## src/rtl/text_overlay_ctrl_pkg.sv

```systemverilog
// Shared types and constants for the text overlay controller.
package text_overlay_ctrl_pkg;

  // Overlay FSM encoding.
  typedef enum logic [1:0] {
    StOff   = 2'd0,
    StArmed = 2'd1,
    StOn    = 2'd2,
    StDrain = 2'd3
  } state_e;

  // Character cells are CellSize x CellSize pixels.
  localparam int unsigned CellSize = 8;
  localparam int unsigned CellBits = 3;

  // Raster counter widths.
  localparam int unsigned HcntW = 11;
  localparam int unsigned VcntW = 10;

  // Side-band information that travels alongside the memory lookups.
  typedef struct packed {
    logic                win;
    logic                act;
    logic [CellBits-1:0] hsub;
    logic [CellBits-1:0] vsub;
  } side_t;

  // Overlay pixels are produced while the frame is committed to the overlay.
  function automatic logic is_active(state_e s);
    return (s == StOn) || (s == StDrain);
  endfunction

endpackage

```

## src/rtl/sync_counters.sv

```systemverilog
// Sync edge detection and raster position counters.
module sync_counters
  import text_overlay_ctrl_pkg::*;
(
  input  logic             clk,
  input  logic             rst,
  input  logic             hsync,
  input  logic             vsync,
  output logic             vs_rise,
  output logic [HcntW-1:0] hcnt,
  output logic [VcntW-1:0] vcnt
);

  logic             hsync_q, vsync_q;
  logic             hs_rise;
  logic [HcntW-1:0] hcnt_q;
  logic [VcntW-1:0] vcnt_q;

  assign hs_rise = hsync & ~hsync_q;
  assign vs_rise = vsync & ~vsync_q;
  assign hcnt    = hcnt_q;
  assign vcnt    = vcnt_q;

  // Sync history and saturating pixel/line counters; a frame start beats a line start.
  always_ff @(posedge clk or posedge rst) begin
    if (rst) begin
      hsync_q <= 1'b0;
      vsync_q <= 1'b0;
      hcnt_q  <= '0;
      vcnt_q  <= '0;
    end else begin
      hsync_q <= hsync;
      vsync_q <= vsync;

      if (hs_rise) begin
        hcnt_q <= '0;
      end else if (hcnt_q != '1) begin
        hcnt_q <= hcnt_q + 1'b1;
      end

      if (vs_rise) begin
        vcnt_q <= '0;
      end else if (hs_rise && (vcnt_q != '1)) begin
        vcnt_q <= vcnt_q + 1'b1;
      end
    end
  end

endmodule

```

## src/rtl/text_overlay_ctrl.sv

```systemverilog
// Character-cell text overlay: frame-aligned enable FSM plus a 5-cycle
// text RAM / font ROM lookup pipeline producing one dot per pixel.
module text_overlay_ctrl
  import text_overlay_ctrl_pkg::*;
#(
  parameter int unsigned COLS = 16,
  parameter int unsigned ROWS = 4,
  parameter int unsigned X0   = 64,
  parameter int unsigned Y0   = 32,
  localparam int unsigned AddrW = (COLS * ROWS > 1) ? $clog2(COLS * ROWS) : 1
) (
  input  logic             clk,
  input  logic             rst,
  input  logic             hsync,
  input  logic             vsync,
  input  logic             overlay_en,
  output logic [AddrW-1:0] text_addr,
  input  logic [7:0]       text_data,
  output logic [10:0]      font_addr,
  input  logic [7:0]       font_data,
  output logic             pixel_en,
  output logic             dot,
  output logic             busy
);

  logic             vs_rise;
  logic [HcntW-1:0] hcnt;
  logic [VcntW-1:0] vcnt;

  sync_counters u_sync_counters (
    .clk     (clk),
    .rst     (rst),
    .hsync   (hsync),
    .vsync   (vsync),
    .vs_rise (vs_rise),
    .hcnt    (hcnt),
    .vcnt    (vcnt)
  );

  state_e state_q, state_d;

  // FSM state register.
  always_ff @(posedge clk or posedge rst) begin
    if (rst) begin
      state_q <= StOff;
    end else begin
      state_q <= state_d;
    end
  end

  // Next state: overlay only switches on or off at a frame start; a request
  // withdrawn before the frame start cancels the pending switch.
  always_comb begin
    state_d = state_q;
    unique case (state_q)
      StOff: begin
        if (overlay_en) state_d = StArmed;
      end
      StArmed: begin
        if (!overlay_en)  state_d = StOff;
        else if (vs_rise) state_d = StOn;
      end
      StOn: begin
        if (!overlay_en) state_d = StDrain;
      end
      StDrain: begin
        if (overlay_en)   state_d = StOn;
        else if (vs_rise) state_d = StOff;
      end
      default: state_d = StOff;
    endcase
  end

  assign busy = (state_q != StOff);

  logic [HcntW-1:0] hrel;
  logic [VcntW-1:0] vrel;
  logic             in_win;
  logic [AddrW-1:0] cell_idx;
  side_t            side0;

  // Window decode and character cell index for the current raster position.
  always_comb begin
    hrel     = hcnt - HcntW'(X0);
    vrel     = vcnt - VcntW'(Y0);
    in_win   = (hcnt >= HcntW'(X0)) && (hcnt < HcntW'(X0 + CellSize * COLS)) &&
               (vcnt >= VcntW'(Y0)) && (vcnt < VcntW'(Y0 + CellSize * ROWS));
    cell_idx = AddrW'(32'(vrel[VcntW-1:CellBits]) * COLS + 32'(hrel[HcntW-1:CellBits]));
    side0.win  = in_win;
    side0.act  = is_active(state_q);
    side0.hsub = hrel[CellBits-1:0];
    side0.vsub = vrel[CellBits-1:0];
  end

  side_t            side_q [4];
  logic [AddrW-1:0] text_addr_q;
  logic [10:0]      font_addr_q;
  logic             pixel_en_q, dot_q;

  // Lookup pipeline: text address, then font address once the character code
  // returns, then the selected glyph bit once the font row returns.
  always_ff @(posedge clk or posedge rst) begin
    if (rst) begin
      for (int i = 0; i < 4; i++) side_q[i] <= '0;
      text_addr_q <= '0;
      font_addr_q <= '0;
      pixel_en_q  <= 1'b0;
      dot_q       <= 1'b0;
    end else begin
      side_q[0] <= side0;
      side_q[1] <= side_q[0];
      side_q[2] <= side_q[1];
      side_q[3] <= side_q[2];
      // Hold the last cell address outside the window to avoid needless RAM toggling.
      if (in_win) text_addr_q <= cell_idx;
      font_addr_q <= {text_data, side_q[1].vsub};
      pixel_en_q  <= side_q[3].win & side_q[3].act;
      // MSB is the leftmost pixel of the glyph row.
      dot_q       <= side_q[3].win & side_q[3].act & font_data[~side_q[3].hsub];
    end
  end

  assign text_addr = text_addr_q;
  assign font_addr = font_addr_q;
  assign pixel_en  = pixel_en_q;
  assign dot       = dot_q;

endmodule

```

## config.mk

```make
export PLATFORM = sky130hd
export DESIGN_NAME = text_overlay_ctrl
export DESIGN_NICKNAME = d
export VERILOG_FILES = /design/src/rtl/text_overlay_ctrl_pkg.sv /design/src/rtl/sync_counters.sv /design/src/rtl/text_overlay_ctrl.sv
export SDC_FILE = /design/constraint.sdc
export NUM_CORES = 1
export LEC_CHECK = 0
export ABC_AREA = 1
export BUFFER_PORTS_ARGS = -buffer_cell sky130_fd_sc_hd__buf_4
export CELL_PAD_IN_SITES_DETAIL_PLACEMENT = 0
export CELL_PAD_IN_SITES_GLOBAL_PLACEMENT = 1
export CORE_ASPECT_RATIO = 0.5
export CORE_MARGIN = 2
export CORE_UTILIZATION = 43
export DETAILED_ROUTE_END_ITERATION = 8
export GPL_ROUTABILITY_DRIVEN = 0
export GPL_TIMING_DRIVEN = 0
export PLACE_DENSITY_LB_ADDON = 0.1
export SYNTH_ARGS = -nofsm -noshare
export SYNTH_HDL_FRONTEND = slang
export SYNTH_SLANG_ARGS = --single-unit
```

## constraint.sdc

```tcl
create_clock -name clk -period 2.4 [get_ports clk]
set_input_delay 0.24 -clock clk [delete_from_list [all_inputs] [get_ports clk]]
set_output_delay 0.24 -clock clk [all_outputs]
set_load 0.01 [all_outputs]
```

# Word level (Yosys, flattened, before mapping)
# Index checks and enable logic that the tools add are counted.
# totals
reg_bits,70
output_inout_bits,20
wordCells,72
# classes
add_sub_neg,5
magnitude_cmp,5
eq_ne,9
n_mux,13
n_bitwise,7
reduce_logical,10
# ops
operator,n
2-to-1 mux 11 bit,2
2-to-1 mux 10 bit,2
2-to-1 mux 2 bit,6
adder 11 x 1 -> 11 bit (second input constant),1
>= comparator 11 x 7 -> 1 bit (second input constant),1
< comparator 11 x 8 -> 1 bit (second input constant),1
inequality test 11 bit (second input constant),1
adder 10 x 1 -> 10 bit (second input constant),1
>= comparator 10 x 6 -> 1 bit (second input constant),1
< comparator 10 x 7 -> 1 bit (second input constant),1
inequality test 10 bit (second input constant),1
subtractor 9 x 7 -> 9 bit (second input constant),1
one-hot mux 2 bit (4 select lines),1
adder 6 bit,1
inequality test 3 x 2 -> 1 bit (second input constant),2
nonzero test 2 bit,3
subtractor 5 x 1 -> 5 bit (second input constant),1
AND 1 bit,4
== test 2 bit (second input constant),2
logical AND 1 bit,4
< comparator 3 x 4 -> 1 bit (second input constant),1
inequality test 2 bit (second input constant),2
AND reduction 4 bit,1
binary-select mux 1 bit (select 3 bit),1
6 further kinds,7

# Longest topological paths before layout
# depth
word_depth,5
depth_mapped,9
depth_no_buf,9

# Hierarchy
# From an unflattened synthesis, not the netlist that was laid out.
# hier_totals
hier_cells,334
hier_area_um2,2997.9
# by_module_without_submodules
module,instances,cells_each,area_each_um2,seq_area_each_um2
text_overlay_ctrl,1,147,1625.3,1176.1
sync_counters,1,187,1372.6,575.6

# Worst setup path after synthesis
# No wires, ideal clock.
# synth_path
kind,register to register
start,register u_sync_counters.hcnt_q[6] (netlist: u_sync_counters.hcnt[6])
end,register text_addr_q[5] (netlist: text_addr[5])
arrival_time_ns,1.418
required_ns,2.326
slack_ns,0.908
path_stages_with_launch,10
n_path_buf,0
period_less_slack_ns,1.492
cell_sequence,dfrtp_1 -> inv_1 -> ha_1 -> inv_1 -> ha_1 -> xor2_1 -> inv_1 -> nand2_1 -> nand2_1 -> o21ai_2
# synth_between
elab_chain_len,4
# synth_rtl
item,line_no,source
start: declaration,sync_counters.sv:16,logic [HcntW-1:0] hcnt_q;
start signal: assignment,sync_counters.sv:38,hcnt_q <= hcnt_q + 1'b1;
"parallel branches: the longest is 4 deep, another holds subtractor 9 x 7 -> 9 bit",-,
end signal: assignment,text_overlay_ctrl.sv:115,if (in_win) text_addr_q <= cell_idx;
end: declaration,text_overlay_ctrl.sv:96,logic [AddrW-1:0] text_addr_q;
# Parallel ways; which one is timed is not known.
# A chain may end at the register's enable or synchronous reset.

# Final worst setup path
# Same ends and word-level chain as after synthesis.

==> key figures <==
Clock network
  • Sink Count: 70
  • Root buffer cell: clkbuf_16
  • Post-CTS Resized: 0
  • Clock Latency Late Sink: roughly 0.32 ns
  • Clock Tree Buf Depth: 2
  • CTS tree: yes
  • Clock H-tree levels: 3
  • CTS buffer count: 9
  • Post-CTS setup buffers: 0
  • CTS Hold Bufs: 0
  • Clock Pin Slew Worst Setup and Hold Paths: roughly 0.05 ns

Global routing
  • Vias in the first global route: ~1,800
  • Initial antenna violation count: 0
  • Total grt overflow: 0
  • Total track usage: 15.8%
  • First-pass GRT wire length: around 8.7 mm
  • GRT Max-Usage Layer: met2
  • Grt met1 use: a little under a fifth
  • Largest net degree at the start of global routing: 71
  • GRT met2 Usage: between 20% and 30%
  • Global Route met3 Usage: 6.75%

Setup path
  • Crit path max fanout: 7
  • Crit Path Category: flop to flop
  • Crit-path cells: inv_1 -> ha_1 -> inv_1 -> ha_1 -> xor2_1 -> inv_1 -> nand2_1 -> nand2_1 -> o21ai_2
  • Max incr delay on CP: 0.48 ns
  • CP arrival: 1.89 ns
  • Worst R2R Setup Slack: 0.76 ns
  • RR Startpoint: u_sync_counters.hcnt[6]
  • FF-to-FF path depth: 9
  • Buffers and inverters on the worst path: 3
  • Startpoint Class: flop
  • Critical path origin: u_sync_counters.hcnt[6]
  • WP data required: around 2.7 ns
  • Top cell by count, worst path: inv_1
  • Worst setup path end: text_addr[5]
  • Reg2reg end: text_addr[5]
  • Critical-path top delay cell: dfrtp_1
  • Levels on crit path: 9
  • Crit-path leading delay family: flip-flops
  • CP endpoint kind: flop

Yosys
  • Yosys warns: 0
  • Avg Synthesized Cell Area: 9.92 um2
  • Area share of the largest cell type after synthesis: 60.7%
  • Yosys reg bits: 70
  • Syn Nets: between 300 and 400
  • Seq/Total Area, Yosys: 60.7%
  • Synth cell types: 31
  • Instance count of the mapped netlist: 291
  • Ys async rst share: 100%
  • Leading post-synthesis cells by cell area: dfrtp_1 61%, nand2_1 7.4%, nor2_1 5.1%, inv_1 4.3%, ha_1 3.5%
  • Area leader, netlist: dfrtp_1
  • Post-synth EDFFs: 0
  • Mapped cell area: 0.00289 mm2
  • Main synth FF type: dfrtp_1

Flow run
  • Max_cap viols: 0

Routing
  • Total routed wirelength: 5.12 mm
  • DR DRC count: 0
  • Routed vias/inst: 4.63
  • Via count: 2,032
  • Routed Antenna Nets: 0
  • Drt first pass iters: 4
  • Initial DRC count: 139
  • Routed wire per std cell: approximately 12 um

Finish
  • Nets: 371
  • Layout Cells excl Fill: ~440
  • Share of post-route cells with drive strength above 1: about a quarter
  • # diodes: 0
  • Syn-to-layout area delta: 24.9%

Power
  • VDD IR max: 0.336 mV
  • Seq pwr share: 47.9%
  • Internal: around 2.3 mW
  • Clock power frac: approximately 42%
  • Leak: 1.79 nW
  • Net Switching: 0.742 mW
  • Switching share of power: 24.2%
  • Combinational share of power: 9.9%
  • Power Dens Cells: 852 mW/mm2

Die
  • Die Span Y: 61.9 um
  • Row Count: 21
  • Core Area: between 0.006 and 0.007 mm2
  • IO Count: 41
  • Total die area: 0.00742 mm2
  • Die X: 120 um
  • Initial Util: 43.8%

Place
  • Detailed placer's ending HPWL: 3.62 mm
  • DP Cell Count: 423
  • Input/output buffers: 40

Status
  • Status: finished, final reports clean

Timing
  • Fmax: 0.611 GHz
  • Tightest Pin Transition: 0.817 ns
  • Final setup viols: 0
  • Slew HR: 45.5%
  • Final hold viol count: 0
  • RSZ-0062 raised after global routing: false
  • Crit path time final: 1.64 ns
  • Fin crit share: roughly 68%
  • Slew Limit Fails: 0
  • TNS Setup: 0 ns
  • Worst Skew: 0.00431 ns

Hold path
  • Hold Path Class: primary input to flop
through the flow:
step / utilization, % / setup slack [ns] / total power, mW / instance area [um2] / hold slack (ns)
finish: 54.7 / 0.764 / 3.07 / 3600 / 0.0196
global route: 54.7 / 0.607 / 3.24 / 3600 / 0.00325
CTS: 54.7 / 0.736 / 3.12 / 3600 / 0.00261
detailed placement: 50.1 / 0.749 / 1.80 / 3300 / 0.336
global placement: 50.1 / -0.379 / 1.78 / 3300 / 0.331
floorplan: - / 0.392 / 1.66 / 2890 / 0.271
kinds of logic (layout without fill, tap and decap cells):
| logic type | count (synthesis) | after routing | share of synthesized area [%] |
|---|---|---|---|
| AO/OA/AOI/OAI | 29 | 29 | 6.11 |
| XOR/XNOR | 5 | 5 | 1.52 |
| adder cells (fa/ha/maj) | 8 | 8 | 3.47 |
| buffers and inverters | 40 | 96 | 5.81 |
| flip-flops | 70 | 70 | 60.7 |
| AND/OR/NAND/NOR | 139 | 139 | 22.4 |
cells in the mapped netlist (2+ instances only):
| cell type | instances |
|---|---|
| dfrtp_1 | 70 |
| nand2_1 | 57 |
| nor2_1 | 39 |
| inv_1 | 33 |
| nand3_1 | 18 |
| o21ai_0 | 12 |
| ha_1 | 8 |
| nand4_1 | 7 |
| o21ai_2 | 7 |
| a21oi_1 | 5 |
| nor2_4 | 4 |
| nand3_2 | 3 |
| nor3_1 | 3 |
| xor2_1 | 3 |
| a31oi_1 | 2 |
| nand2_2 | 2 |
| nand2_4 | 2 |
| o21ai_1 | 2 |
| xnor2_1 | 2 |
cells in the final DEF, fill, tap and decap left out, types with 2 or more instances in the layout:
cell type  netlist  routed
inv_1           33      32
nor2_1          39      39
nand2_4          2       2
o21ai_0         12      12
clkbuf_16        0       9
nand3_1         18      18
dfrtp_1         70      70
nor2_4           4       4
nor3_1           3       3
a21oi_1          5       5
o21ai_2          7       7
nand3_2          3       3
nand4_1          7       7
a31oi_1          2       2
nand2_1         57      57
clkinv_2         1       4
xnor2_1          2       2
buf_4            1      41
xor2_1           3       3
o21ai_1          2       2
nand2_2          2       2
ha_1             8       8
registers in the layout, indices dropped and copies added (netlist names), named ones only:
signal                   count
side_q                      26
font_addr                   11
u_sync_counters.hcnt        11
u_sync_counters.vcnt        10
text_addr                    6
dot                          1
pixel_en                     1
state_q                      1
u_sync_counters.hsync_q      1
u_sync_counters.vsync_q      1
power groups by stage:
stage               Clock, mW  Combinational (mW)  Sequential, mW
floorplan                   0               0.193            1.47
global placement            0               0.301            1.48
detailed placement          0               0.310            1.49
CTS                      1.34               0.311            1.47
global route             1.39               0.356            1.49
finish                   1.30               0.304            1.47
per-layer routing:
metal  wire, um  vias up  share of wire, %
met5          0        -                 0
met4         51        0               1.0
met3        324        5               6.3
met2       2380       59                46
met1       2360      949                46
li1           -     1019                 -
area by class of cell:
| class | instances | area, um2 |
|---|---|---|
| Buffer | 5 | 35.0 |
| Clock buffer | 10 | 239 |
| Clock inverter | 6 | 61.3 |
| Fill cell | 607 | 2990 |
| Inverter | 35 | 135 |
| Multi-Input combinational cell | 181 | 967 |
| Sequential cell | 70 | 1750 |
| Tap cell | 92 | 115 |
| Timing Repair Buffer | 40 | 300 |
worst min path at each step:
stage	from	endpoint	cells past startpoint
2_1_floorplan	text_data[7]	font_addr[10]	0
6_report	text_data[7]	font_addr[10]	1
3_3_place_gp	side_q[27]	side_q[19]	0
4_1_cts	text_data[7]	font_addr[10]	1
5_1_grt	text_data[7]	font_addr[10]	1
3_5_place_dp	side_q[29]	side_q[21]	0
No activity file was read; power rests on OpenSTA's default activity.
